===== src/rtl/custom_sync_pkg.sv =====
// Shared definitions for the multi-stage pointer/event synchronizer:
// depth limits, Gray/binary helpers, popcount and the warm-up state type.
package custom_sync_pkg;

    localparam int STAGES_MIN = 2;
    localparam int STAGES_MAX = 4;
    localparam int EVENTS_MIN = 1;
    localparam int EVENTS_MAX = 32;

    // Widest vector the helpers accept. Narrower values are zero-extended
    // by the caller. Leading zeros leave both Gray conversions and the
    // popcount unchanged, so one definition serves every width up to this.
    localparam int GRAY_MAX_W = 32;

    typedef enum logic [0:0] {
        WARM = 1'b0,
        RUN  = 1'b1
    } warm_state_e;

    // Gray to binary: each binary bit is the XOR of all Gray bits at and above it.
    function automatic logic [GRAY_MAX_W-1:0] gray2bin(input logic [GRAY_MAX_W-1:0] g);
        logic [GRAY_MAX_W-1:0] b;
        b[GRAY_MAX_W-1] = g[GRAY_MAX_W-1];
        for (int i = GRAY_MAX_W - 2; i >= 0; i--) begin
            b[i] = b[i+1] ^ g[i];
        end
        return b;
    endfunction

    // Binary to Gray, mainly for stimulus generation.
    function automatic logic [GRAY_MAX_W-1:0] bin2gray(input logic [GRAY_MAX_W-1:0] b);
        return b ^ (b >> 1);
    endfunction

    // Number of set bits.
    function automatic logic [5:0] popcount(input logic [GRAY_MAX_W-1:0] v);
        logic [5:0] c;
        c = 6'd0;
        for (int i = 0; i < GRAY_MAX_W; i++) begin
            c = c + {5'd0, v[i]};
        end
        return c;
    endfunction

endpackage


===== src/rtl/custom_sync_ptr_multi_if.sv =====
// Bundle of the source-side inputs and synchronized outputs of
// custom_sync_ptr_multi. The producer/bench side uses master, the block uses slave.
interface custom_sync_ptr_multi_if #(
    parameter int ADDRSIZE = 4,
    parameter int EVENTS   = 4
);

    logic [ADDRSIZE:0]   ptr_g_i;
    logic [EVENTS-1:0]   tog_i;
    logic                err_clr_i;

    logic [ADDRSIZE:0]   ptr_g_o;
    logic [ADDRSIZE:0]   ptr_b_o;
    logic [ADDRSIZE:0]   delta_o;
    logic                adv_o;
    logic                err_o;
    logic [EVENTS-1:0]   pulse_o;
    logic                ready_o;

    modport master (
        output ptr_g_i, tog_i, err_clr_i,
        input  ptr_g_o, ptr_b_o, delta_o, adv_o, err_o, pulse_o, ready_o
    );

    modport slave (
        input  ptr_g_i, tog_i, err_clr_i,
        output ptr_g_o, ptr_b_o, delta_o, adv_o, err_o, pulse_o, ready_o
    );

endinterface


===== src/rtl/custom_sync_chain.sv =====
// Generic synchronous-reset flop chain used as a CDC synchronizer.
// The input goes straight into the first flop with no logic in front.
module custom_sync_chain #(
    parameter int WIDTH  = 1,
    parameter int STAGES = 2
) (
    input  logic             clk_i,
    input  logic             rst_i,
    input  logic [WIDTH-1:0] din,
    output logic [WIDTH-1:0] dout
);

    logic [WIDTH-1:0] stage_r [STAGES];

    // Shift the sample one stage deeper every cycle; reset clears all stages.
    always_ff @(posedge clk_i) begin
        if (rst_i) begin
            for (int i = 0; i < STAGES; i++) begin
                stage_r[i] <= {WIDTH{1'b0}};
            end
        end else begin
            stage_r[0] <= din;
            for (int i = 1; i < STAGES; i++) begin
                stage_r[i] <= stage_r[i-1];
            end
        end
    end

    assign dout = stage_r[STAGES-1];

endmodule


===== src/rtl/custom_sync_ptr_multi.sv =====
// Destination-side synchronizer for a Gray-coded FIFO pointer plus a bank
// of toggle-to-pulse event channels. Provides the synced pointer, its binary
// form, per-cycle advance, a sticky illegal-transition flag and a ready flag
// that stays low until the false jump out of reset has flushed through.
module custom_sync_ptr_multi
    import custom_sync_pkg::*;
#(
    parameter int ADDRSIZE = 4,
    parameter int STAGES   = 2,
    parameter int EVENTS   = 4
) (
    input logic                    clk_i,
    input logic                    rst_i,
    custom_sync_ptr_multi_if.slave bus
);

    localparam int PW    = ADDRSIZE + 1;
    localparam int CNT_W = 3;
    localparam logic [CNT_W-1:0] WARM_LAST = CNT_W'(STAGES + 1);

    if (STAGES < STAGES_MIN || STAGES > STAGES_MAX) begin : g_bad_stages
        $error("custom_sync_ptr_multi: STAGES=%0d outside %0d..%0d",
               STAGES, STAGES_MIN, STAGES_MAX);
    end
    if (EVENTS < EVENTS_MIN || EVENTS > EVENTS_MAX) begin : g_bad_events
        $error("custom_sync_ptr_multi: EVENTS=%0d outside %0d..%0d",
               EVENTS, EVENTS_MIN, EVENTS_MAX);
    end
    if (PW > GRAY_MAX_W) begin : g_bad_addrsize
        $error("custom_sync_ptr_multi: ADDRSIZE=%0d too wide", ADDRSIZE);
    end

    logic [PW-1:0]     ptr_sync_s;
    logic [EVENTS-1:0] tog_sync_s;

    warm_state_e       state_r;
    logic [CNT_W-1:0]  cnt_r;
    logic              ready_r;

    logic [PW-1:0]     ptr_b_r;
    logic [PW-1:0]     prev_g_r;
    logic [PW-1:0]     prev_b_r;
    logic [PW-1:0]     delta_r;
    logic              adv_r;
    logic              viol_r;
    logic              err_r;
    logic [EVENTS-1:0] tog_prev_r;
    logic [EVENTS-1:0] pulse_r;

    logic [PW-1:0]     diff_s;
    logic              run_s;
    logic              viol_s;
    logic              ev_en_s;
    logic [EVENTS-1:0] edge_s;

    custom_sync_chain #(
        .WIDTH  (PW),
        .STAGES (STAGES)
    ) u_ptr_chain (
        .clk_i (clk_i),
        .rst_i (rst_i),
        .din   (bus.ptr_g_i),
        .dout  (ptr_sync_s)
    );

    custom_sync_chain #(
        .WIDTH  (EVENTS),
        .STAGES (STAGES)
    ) u_tog_chain (
        .clk_i (clk_i),
        .rst_i (rst_i),
        .din   (bus.tog_i),
        .dout  (tog_sync_s)
    );

    // Delta, violation detect and event edge detect, gated by warm-up state.
    always_comb begin
        diff_s = ptr_b_r - prev_b_r;
        run_s  = (state_r == RUN);
        edge_s = tog_sync_s ^ tog_prev_r;
        if (run_s) begin
            viol_s = (popcount(GRAY_MAX_W'(ptr_sync_s ^ prev_g_r)) > 6'd1);
        end else begin
            viol_s = 1'b0;
        end
        // Events are live from the second cycle after reset onwards.
        if (run_s || (cnt_r != {CNT_W{1'b0}})) begin
            ev_en_s = 1'b1;
        end else begin
            ev_en_s = 1'b0;
        end
    end

    // Warm-up FSM: count out the pipeline fill after reset, then stay in RUN.
    always_ff @(posedge clk_i) begin
        if (rst_i) begin
            state_r <= WARM;
            cnt_r   <= {CNT_W{1'b0}};
            ready_r <= 1'b0;
        end else begin
            case (state_r)
                WARM: begin
                    if (cnt_r == WARM_LAST) begin
                        state_r <= RUN;
                        ready_r <= 1'b1;
                    end else begin
                        cnt_r   <= cnt_r + {{(CNT_W-1){1'b0}}, 1'b1};
                    end
                end
                RUN: begin
                    state_r <= RUN;
                    ready_r <= 1'b1;
                end
                default: begin
                    state_r <= WARM;
                    cnt_r   <= {CNT_W{1'b0}};
                    ready_r <= 1'b0;
                end
            endcase
        end
    end

    // Pointer datapath: binary conversion, history registers and advance count.
    always_ff @(posedge clk_i) begin
        if (rst_i) begin
            ptr_b_r  <= {PW{1'b0}};
            prev_g_r <= {PW{1'b0}};
            prev_b_r <= {PW{1'b0}};
            delta_r  <= {PW{1'b0}};
            adv_r    <= 1'b0;
        end else begin
            ptr_b_r  <= PW'(gray2bin(GRAY_MAX_W'(ptr_sync_s)));
            prev_g_r <= ptr_sync_s;
            prev_b_r <= ptr_b_r;
            if (run_s) begin
                delta_r <= diff_s;
                adv_r   <= (diff_s != {PW{1'b0}});
            end else begin
                delta_r <= {PW{1'b0}};
                adv_r   <= 1'b0;
            end
        end
    end

    // Sticky error flag. The violation is staged once so err_o reports in the
    // same cycle as delta_o for the same sample pair; a new violation beats clear.
    always_ff @(posedge clk_i) begin
        if (rst_i) begin
            viol_r <= 1'b0;
            err_r  <= 1'b0;
        end else begin
            viol_r <= viol_s;
            err_r  <= viol_r | (err_r & ~bus.err_clr_i);
        end
    end

    // Event channels: one registered pulse per synced toggle edge, either polarity.
    always_ff @(posedge clk_i) begin
        if (rst_i) begin
            tog_prev_r <= {EVENTS{1'b0}};
            pulse_r    <= {EVENTS{1'b0}};
        end else begin
            tog_prev_r <= tog_sync_s;
            if (ev_en_s) begin
                pulse_r <= edge_s;
            end else begin
                pulse_r <= {EVENTS{1'b0}};
            end
        end
    end

    assign bus.ptr_g_o = ptr_sync_s;
    assign bus.ptr_b_o = ptr_b_r;
    assign bus.delta_o = delta_r;
    assign bus.adv_o   = adv_r;
    assign bus.err_o   = err_r;
    assign bus.pulse_o = pulse_r;
    assign bus.ready_o = ready_r;

endmodule


===== src/flat_wrapper.sv =====
// flat-port wrapper written by rule: the top's interface ports become plain ports
module custom_sync_ptr_multi_flat import custom_sync_pkg::*;
#(
    parameter int ADDRSIZE = 4,
    parameter int STAGES   = 2,
    parameter int EVENTS   = 4
)
  (clk_i, rst_i, bus_ptr_g_i, bus_tog_i, bus_err_clr_i, bus_ptr_g_o, bus_ptr_b_o, bus_delta_o, bus_adv_o, bus_err_o, bus_pulse_o, bus_ready_o);
  custom_sync_ptr_multi_if #(.ADDRSIZE(ADDRSIZE), .EVENTS(EVENTS)) bus_i ();
  input logic clk_i;
  input logic rst_i;
  input wire logic [$bits(bus_i.ptr_g_i)-1:0] bus_ptr_g_i;
  input wire logic [$bits(bus_i.tog_i)-1:0] bus_tog_i;
  input wire logic [$bits(bus_i.err_clr_i)-1:0] bus_err_clr_i;
  output wire logic [$bits(bus_i.ptr_g_o)-1:0] bus_ptr_g_o;
  output wire logic [$bits(bus_i.ptr_b_o)-1:0] bus_ptr_b_o;
  output wire logic [$bits(bus_i.delta_o)-1:0] bus_delta_o;
  output wire logic [$bits(bus_i.adv_o)-1:0] bus_adv_o;
  output wire logic [$bits(bus_i.err_o)-1:0] bus_err_o;
  output wire logic [$bits(bus_i.pulse_o)-1:0] bus_pulse_o;
  output wire logic [$bits(bus_i.ready_o)-1:0] bus_ready_o;
  assign bus_i.ptr_g_i = bus_ptr_g_i;
  assign bus_i.tog_i = bus_tog_i;
  assign bus_i.err_clr_i = bus_err_clr_i;
  assign bus_ptr_g_o = bus_i.ptr_g_o;
  assign bus_ptr_b_o = bus_i.ptr_b_o;
  assign bus_delta_o = bus_i.delta_o;
  assign bus_adv_o = bus_i.adv_o;
  assign bus_err_o = bus_i.err_o;
  assign bus_pulse_o = bus_i.pulse_o;
  assign bus_ready_o = bus_i.ready_o;
  custom_sync_ptr_multi #(.ADDRSIZE(ADDRSIZE), .STAGES(STAGES), .EVENTS(EVENTS)) u_core (.clk_i(clk_i), .rst_i(rst_i), .bus(bus_i));
endmodule

===== config.mk =====
export PLATFORM = sky130hd
export DESIGN_NAME = custom_sync_ptr_multi_flat
export DESIGN_NICKNAME = d
export VERILOG_FILES = /design/src/rtl/custom_sync_pkg.sv /design/src/rtl/custom_sync_ptr_multi_if.sv /design/src/rtl/custom_sync_chain.sv /design/src/rtl/custom_sync_ptr_multi.sv /design/src/flat_wrapper.sv
export SDC_FILE = /design/constraint.sdc
export NUM_CORES = 1
export LEC_CHECK = 0
export ABC_AREA = 1
export BUFFER_PORTS_ARGS = -buffer_cell sky130_fd_sc_hd__buf_4
export CAP_MARGIN = 15
export CORE_ASPECT_RATIO = 1.2
export CORE_UTILIZATION = 55
export DETAILED_ROUTE_END_ITERATION = 10
export PLACE_DENSITY = 0.83
export SLEW_MARGIN = 30
export SYNTH_ARGS = -nofsm -noshare
export SYNTH_HDL_FRONTEND = slang
export SYNTH_SLANG_ARGS = --single-unit

===== constraint.sdc =====
create_clock -name clk_i -period 4.06 [get_ports clk_i]
set_input_delay 0.812 -clock clk_i [delete_from_list [all_inputs] [get_ports clk_i]]
set_output_delay 0.812 -clock clk_i [all_outputs]
set_load 0.03 [all_outputs]

==> out/metrics.cfg <==
[yosys]
async_flop_share=0
synthDistinctLibCells=20
avgSynthCellArea_um2=8.66
yosysSeqAreaShare=0.545
synth_edf_count=0
synth_top_flop_cell=dfxtp_1
synth_nets=248
synth-seq-cells=53
synth_commonest_cells=dfxtp_1 (53), nor2_1 (53), inv_1 (43)
synth_area_leaders=dfxtp_1 (54%), nor2_1 (10%), inv_1 (8.3%)
yosysTopAreaCell=dfxtp_1
netlist_instances=225
syn_area_um2=1950
yosys_warnings=0
synth_top_area_share=0.545

[cells_and_area]
drive_above_1_share=0.184
flow.area_growth_from_synthesis_pct=16.8
antennaDiodeCount=0
multiInputGateArea_um2=647
regArea_um2=1060
fillCellCount=279
final_cell_area_um2=2280
nNetsFinal=278

[clocking]
numCtsBuffers=5
post_cts_resize_count=0
postCtsHoldBufs=0
clock-sinks=53
cts_setup_buffers=0
clk_pin_slew_ns=0.10
clk_path_buf_depth=2
clk_latency_ns=0.31
htreeDepth=2
cts_root_buf=clkbuf_8
cts_tree=built

[global_routing]
grt_pass1_vias=1198
grt_remaining_overflow=0
grt_max_degree=41
grt_usage=0.170
grt_pass1_wl_um=4800
antenna_found_initial=0

[sta]
setup_viol=0
setup_ws_ns=1.78
rsz0062_at_grt=no
skew_ns=0.00611
max_freq_mhz=439
final.period_utilization=0.561
slew_violations=0
worst_pin_slew_ns=0.402
slew_headroom=0.732
layout_min_cycle_time_ns=2.28
timing.setup.tns_ns=0
hold_violations=0

[setup_path]
crit_type=flop to flop
critPathArrivalTime_ns=2.49
start_kind=flop
cp.required_ns=4.28
crit_path_end_kind=flop
crit_fanout=5

[floorplan]
start_util=0.579
die_x_um=56.3
dieArea_um2=3790
fp-row-count=23
dieHeight_um=67.2
io_pins=34
coreArea_um2=3370

[placed_design]
io_buffers=33
placed_area_um2=2180
place.gp.congestion=0.827
place_hpwl_um=2060
pre_cts_slack_ns=1.80

[run_status]
outcome=finished clean

[route]
drt_first_pass_iters=4
drtIter0Drc=42
drtAntennaViolNets=0
vias_per_cell=4.58
wirelength_um=2910
wl_per_cell_um=9.92
routed-via-count=1341
drcViolationCount=0

[power_and_ir_drop]
power.leakage_nw=1.13
power_density_nw_per_um2=482
peakVddDrop_mv=0.352

[worst_hold_path]
hold_class=flop to flop

[run]
drv_cap=0

-- final cells by class --
type | instances | area share
flip-flops and latches | 53 | 0.466
multi-input cells | 115 | 0.284
repair buffers | 33 | 0.109
inverters | 47 | 0.0775
clock buffers | 5 | 0.0302
well taps | 37 | 0.0203
clock inverters | 3 | 0.0126
-- critical path, stage by stage (launching register included) --
cell and delay, ns:
dfxtp_1 0.43, xor2_1 0.20, ha_1 0.29, fa_1 0.54, nand2_1 0.05, nor2_1 0.11
fa_1 0.42, nor2_1 0.11, nor2_1 0.05
-- cells in the final DEF, fill, tap and decap left out, drive strengths merged --
master and count:
dfxtp 53, xor2 4, buf 33, nor2 53, xnor2 6, clkbuf 5
o21ai 3, nand2 17, nand3 12, clkinv 1, or2 1, ha 8
a21oi 7, nand3b 1, fa 3, inv 49
-- logic make-up after synthesis --
group	Yosys count	synth area share
fa+ha+maj	11	0.0822
compound gates	10	0.0257
flops	53	0.545
simple gates	84	0.179
xor+xnor	10	0.0450
buf+inv	57	0.123
-- state kept, by name, summed over array words and instances (netlist names) --
| name | count |
|---|---|
| u_core.prev_g_r | 5 |
| u_core.bus.adv_o | 1 |
| u_core.prev_b_r | 5 |
| u_core.u_tog_chain.stage_r | 8 |
| u_core.bus.ptr_b_o | 4 |
| u_core.bus.delta_o | 5 |
| u_core.viol_r | 1 |
| u_core.u_ptr_chain.stage_r | 10 |
| u_core.tog_prev_r | 4 |
| u_core.bus.ready_o | 1 |
| u_core.bus.err_o | 1 |
| u_core.bus.pulse_o | 4 |
| u_core.run_s | 1 |
| u_core.cnt_r | 3 |
-- final timing paths --
path / from / end / slack, ns / cells after the start
setup / recovery: u_core.u_ptr_chain.stage_r[0][6] / u_core.viol_r / 1.78 / 8
hold reg to reg: u_core.u_ptr_chain.stage_r[0][0] / u_core.u_ptr_chain.stage_r[0][5] / 0.41 / 2
setup reg to reg: u_core.u_ptr_chain.stage_r[0][6] / u_core.viol_r / 1.78 / 8
hold / removal: u_core.u_ptr_chain.stage_r[0][0] / u_core.u_ptr_chain.stage_r[0][5] / 0.41 / 2
-- per-layer routing --
metal	vias up	GRT usage	routed length, um
li1	713	-	-
met1	579	0.178	1260
met2	43	0.311	1410
met3	6	0.0517	168
met4	0	0.0823	66
met5	-	0	0
-- per-stage QoR --
step	std cells	total power, mW	hold WS, ns	utilization
after floorplan	225	0.732	0.388	-
after global placement	285	0.778	0.389	0.647
after detailed placement	285	0.792	0.392	0.647
after CTS	293	1.10	0.407	0.676
after global routing	293	1.15	0.421	0.676
final	293	1.10	0.407	0.676
-- where the power goes --
group / leakage (nW) / switching [mW] / internal [mW]
logic: 0.647 / 0.124 / 0.0756
clock network: 0.0511 / 0.185 / 0.130
registers: 0.434 / 0.0200 / 0.561
Note: power is estimated with default switching activity, not from simulation.
